[src/rtl/key_event_arbiter.sv]
// Turns debounced key levels into press/release events and hands them, one at a
// time and in round-robin key order, to a single req/ack downstream command port.
module key_event_arbiter #(
    parameter int N_KEYS = 4,
    parameter int IDX_W  = 2
) (
    input  logic              i_clk,
    input  logic              i_rst,
    input  logic [N_KEYS-1:0] i_keys,
    input  logic              i_en,
    output logic              o_req,
    output logic [IDX_W-1:0]  o_key_idx,
    output logic              o_press,
    input  logic              i_ack,
    output logic [N_KEYS-1:0] o_pending,
    output logic              o_overrun
);

    typedef enum logic {S_IDLE, S_REQ} state_t;

    state_t              state_q, state_d;
    logic [N_KEYS-1:0]   prev_keys_q;
    logic [N_KEYS-1:0]   pend_p_q, pend_p_d;
    logic [N_KEYS-1:0]   pend_r_q, pend_r_d;
    logic [IDX_W-1:0]    rr_ptr_q, rr_ptr_d;
    logic [IDX_W-1:0]    idx_q, idx_d;
    logic                req_q, req_d;
    logic                press_q, press_d;
    logic                overrun_q, overrun_d;

    logic                ack_fire;
    logic [N_KEYS-1:0]   rise, fall, clr_p, clr_r, ovr_vec, pend_any;
    logic                sel_found;
    logic [IDX_W-1:0]    sel_idx;

    assign ack_fire = (state_q == S_REQ) && i_ack;
    assign pend_any = pend_p_q | pend_r_q;

    // Per-key edge detect, served-bit clear and overrun detection.
    generate
        for (genvar gi = 0; gi < N_KEYS; gi++) begin : g_key
            assign rise[gi]    = i_keys[gi] & ~prev_keys_q[gi];
            assign fall[gi]    = ~i_keys[gi] & prev_keys_q[gi];
            assign clr_p[gi]   = ack_fire && press_q && (idx_q == IDX_W'(gi));
            assign clr_r[gi]   = ack_fire && !press_q && (idx_q == IDX_W'(gi));
            // An edge landing on the bit being acked this cycle is simply re-queued.
            assign ovr_vec[gi] = i_en & ((rise[gi] & pend_p_q[gi] & ~clr_p[gi]) |
                                         (fall[gi] & pend_r_q[gi] & ~clr_r[gi]));
        end
    endgenerate

    always_comb begin
        pend_p_d  = (pend_p_q & ~clr_p) | ({N_KEYS{i_en}} & rise);
        pend_r_d  = (pend_r_q & ~clr_r) | ({N_KEYS{i_en}} & fall);
        overrun_d = overrun_q | (|ovr_vec);
    end

    // Scan downward so the last hit written is the nearest key at or after rr_ptr.
    always_comb begin
        sel_found = 1'b0;
        sel_idx   = '0;
        for (int i = N_KEYS - 1; i >= 0; i--) begin
            int j;
            j = int'(rr_ptr_q) + i;
            if (j >= N_KEYS) begin
                j = j - N_KEYS;
            end
            if (pend_any[j]) begin
                sel_found = 1'b1;
                sel_idx   = IDX_W'(j);
            end
        end
    end

    always_comb begin
        state_d  = state_q;
        req_d    = req_q;
        idx_d    = idx_q;
        press_d  = press_q;
        rr_ptr_d = rr_ptr_q;
        case (state_q)
            S_IDLE: begin
                if (sel_found) begin
                    idx_d   = sel_idx;
                    press_d = pend_p_q[sel_idx];
                    req_d   = 1'b1;
                    state_d = S_REQ;
                end
            end
            S_REQ: begin
                if (i_ack) begin
                    req_d    = 1'b0;
                    state_d  = S_IDLE;
                    rr_ptr_d = (idx_q == IDX_W'(N_KEYS - 1)) ? '0 : idx_q + IDX_W'(1);
                end
            end
        endcase
    end

    always_ff @(posedge i_clk) begin
        if (i_rst) begin
            state_q     <= S_IDLE;
            prev_keys_q <= '0;
            pend_p_q    <= '0;
            pend_r_q    <= '0;
            rr_ptr_q    <= '0;
            idx_q       <= '0;
            req_q       <= 1'b0;
            press_q     <= 1'b0;
            overrun_q   <= 1'b0;
        end else begin
            state_q     <= state_d;
            prev_keys_q <= i_keys;
            pend_p_q    <= pend_p_d;
            pend_r_q    <= pend_r_d;
            rr_ptr_q    <= rr_ptr_d;
            idx_q       <= idx_d;
            req_q       <= req_d;
            press_q     <= press_d;
            overrun_q   <= overrun_d;
        end
    end

    assign o_req     = req_q;
    assign o_key_idx = idx_q;
    assign o_press   = press_q;
    assign o_pending = pend_any;
    assign o_overrun = overrun_q;

endmodule

[config.mk]
export PLATFORM = sky130hd
export DESIGN_NAME = key_event_arbiter
export DESIGN_NICKNAME = d
export VERILOG_FILES = /design/src/rtl/key_event_arbiter.sv
export SDC_FILE = /design/constraint.sdc
export NUM_CORES = 1
export LEC_CHECK = 0
export ABC_AREA = 1
export BUFFER_PORTS_ARGS = -buffer_cell sky130_fd_sc_hd__buf_2
export CELL_PAD_IN_SITES_DETAIL_PLACEMENT = 1
export CELL_PAD_IN_SITES_GLOBAL_PLACEMENT = 1
export CORE_ASPECT_RATIO = 1.75
export CORE_UTILIZATION = 35
export CTS_BUF_LIST = sky130_fd_sc_hd__clkbuf_4 sky130_fd_sc_hd__clkbuf_8 sky130_fd_sc_hd__clkbuf_16
export DETAILED_ROUTE_END_ITERATION = 10
export GPL_TIMING_DRIVEN = 0
export PLACE_DENSITY = 0.82
export SLEW_MARGIN = 0
export SYNTH_ARGS = -nofsm -noshare
export SYNTH_HDL_FRONTEND = slang
export SYNTH_SLANG_ARGS = --single-unit
[constraint.sdc]
create_clock -name i_clk -period 1.3 [get_ports i_clk]
set_input_delay 0.065 -clock i_clk [delete_from_list [all_inputs] [get_ports i_clk]]
set_output_delay 0.065 -clock i_clk [all_outputs]
set_load 0.02 [all_outputs]
==> metrics <==
outcome=complete, but fails checks; failing checks=setup timing; Placement Cell Area=0.00131 sq mm; EDFF count, synth=0; clock skew=0.00101 ns; RSZ-0062 raised after global routing=yes; Gate power share=51.7%; clock slew at reported path FFs=0.07 ns; Slew @ Worst Pin=0.471 ns; Leak=0.714 nW; CTS tree=yes; number of fill cells in the layout=444; Via Count=1230; wire length per cell=15.5 um; vias in the first global route=1337; CTS H-tree lvls=1; Pint=1.42 mW; clock power share=16.2%; Die ar.=0.00361 sq mm; DP Wirelength=2610 um; Synth async-reset ratio=0%; initial antenna violation count=0; Total Wirelength=3770 um; initial detailed-routing violation count=22; remaining antenna violation count after routing=0; VDD IR max=1.14 mV; Reg power frac=32.1%; Crit Path Class=flip-flop to flip-flop; n_diodes=0; Slew Limit Fails=0; Syn Area/Cell=6.58 sq um; Die Wd=45.8 um; Port Buffers=14; Starting Density=37.1%; GRT overflow=0; Finish-stage setup viols=6; Tot Pwr=2.65 mW; multi-input combinational cell area=815 sq um; largest net degree at the start of global routing=11; Post-Syn Area=0.00118 sq mm; nets@finish=214; sw frac=46.2%; unique cell type count in the Yosys netlist=24; CP Data Arrival Time=1.79 ns; Syn Inst Count=179; GPL Wtd Cong=0.852; Storage cell area=408 sq um; Die Ht=78.7 um; CP max-delay cell=dfxtp_2; share of layout cells above drive strength 1=36.5%; #FFs+latches synth=20; HP Class=primary input to flip-flop; post-route design area=0.00156 sq mm; Final min period=1.57 ns; Avg Vias per Cell=5.06; CTS Sinks=20; Startpoint Class=flip-flop; synthesis-to-finish area growth=32.7%; crit-path leading delay family=simple AND/OR/NAND/NOR gates; Critical Path Sink Type=flip-flop; sequential fraction of the synthesis area=34.0%; Boundary Pins=17; Worst Path Max Fanout=8; crit-path max cell delay=0.33 ns; Root Buffer=clkbuf_8; drt pass-1 iters=4; highest clock rate=639 MHz; row count=27; worst-skew pair later-pin latency=0.27 ns; overall global routing resource usage=22.0%; worst endpoint required time=1.52 ns; Fin. Hold Viols=0; relative slew slack=68.6%; post-synth net total=191; DRC Markers=0; Switch Pwr=1.22 mW; Longest Clk Path Bufs=2; period utilization=120%; PwrDens=1690 mW/mm^2; Cell Chain, Critical Path=buf_12, xnor2_2, nand3_2, nand3_4, nand2_2, nand2_2, nand2_2, nand2_1, nand3_1, nand3_1, nand2_1, inv_1; most numerous cell on the critical path=nand2_2; PnR worst setup slack=-0.265 ns; worst path bufs/invs=2; total CTS buffers=3; most common cell after layout, fill and taps aside=nand2_1; Max Cap Viol=0; first-pass GRT wire length=5750 um; Core Area=0.00318 sq mm; Yosys warnings=0; commonest non-fill, non-tap cells in the layout=nand2_1 (32), inv_1 (26); ys flop type=dfxtp_1; # hold bufs at CTS=0
-- area by class of cell --
cell class | instances | area share [%]
tap | 43 | 3.44
inverter | 29 | 7.29
sequential | 20 | 26.1
timing repair buffer | 18 | 6.41
clock buffer | 3 | 2.64
buffer | 4 | 2.00
multi-input combinational | 126 | 52.1
-- per-stage QoR --
| stage | util (%) | setup slack [ns] | setup TNS [ns] | std cells | hold slack [ns] |
|---|---|---|---|---|---|
| 6_report | 49.2 | -0.265 | -1.28 | 243 | 0.0522 |
| 5_1_grt | 49.2 | -0.388 | -2.00 | 243 | 0.0728 |
| 4_1_cts | 46.5 | -0.221 | -0.985 | 243 | 0.0526 |
| 3_5_place_dp | 41.4 | -0.315 | -1.34 | 236 | 0.328 |
| 3_3_place_gp | 41.4 | -0.241 | -0.983 | 236 | 0.304 |
| 2_1_floorplan | - | -0.0442 | -0.108 | 179 | 0.201 |
-- cell usage after synthesis, types with 2 or more instances --
cell type  number  area, sq um
nand3_2         3         30.0
o21ai_0         5         25.0
clkbuf_1        3         11.3
inv_2           3         11.3
a21oi_2         2         17.5
nand2_2         4         25.0
nand2_1        44          165
nor2_2          4         25.0
o22ai_1         3         18.8
ha_1            4         50.1
dfxtp_1        20          400
a21oi_1        13         65.1
nor2_1         17         63.8
inv_1          26         97.6
nand3_1        19         95.1
-- sequential cells by signal, summed over array words and instances (netlist names), 2 cells and up --
| register | cells |
|---|---|
| pend_r_q | 4 |
| pend_p_q | 4 |
| prev_keys_q | 4 |
| o_key_idx | 2 |
| rr_ptr_q | 2 |
-- worst register-to-register path: stages, from the launching register on --
cell     delay, ns
dfxtp_2       0.33
buf_12        0.14
xnor2_2       0.19
nand3_2       0.17
nand3_4       0.14
nand2_2       0.06
nand2_2       0.08
nand2_2       0.08
nand2_1       0.07
nand3_1       0.07
nand3_1       0.09
nand2_1       0.05
inv_1         0.04
-- cells by family after synthesis --
logic type | Yosys count | share of synthesized area, %
xor+xnor | 2 | 1.49
flops | 20 | 34.0
fa+ha+maj | 4 | 4.25
compound gates | 27 | 13.4
buf+inv | 33 | 11.2
simple gates | 93 | 35.7
-- final timing paths --
kind         slack [ns]                        end  depth (start not counted)                      from
max               -0.27       o_press$_SDFFE_PP0P_                         12  rr_ptr_q[0]$_SDFFE_PP0N_
min                0.05  prev_keys_q[1]$_SDFF_PP0_                          3                 i_keys[1]
max reg2reg       -0.27       o_press$_SDFFE_PP0P_                         12  rr_ptr_q[0]$_SDFFE_PP0N_
min reg2reg        0.48       o_overrun$_SDFF_PP0_                          2      o_overrun$_SDFF_PP0_
-- power groups by stage --
stage               clock [mW]  combinational, mW  sequential (mW)
floorplan                    0              0.756            0.878
global placement             0               1.05            0.815
detailed placement           0               1.09            0.828
CTS                      0.432               1.23            0.837
global route             0.453               1.49            0.864
finish                   0.429               1.37            0.849
-- what timing repair did --
item / 4_1_cts / 5_1_grt
resized for setup: 25 / 21
buffers inserted: 4 / 0
endpoints found under the setup margin: 6 / 6
pin swaps: 5 / 6
gates cloned: 0 / 0
-- per-layer routing --
metal  vias up  global-route usage (%)  share of wire, %  wire (um)
li1        609                       -                 -          -
met5         -                       0                 0          0
met1       606                    20.0                34       1280
met3         5                    2.50              0.98         37
met2        10                    43.5                63       2380
met4         0                    10.0               1.8         69
Power figures use the tool's default switching activity.
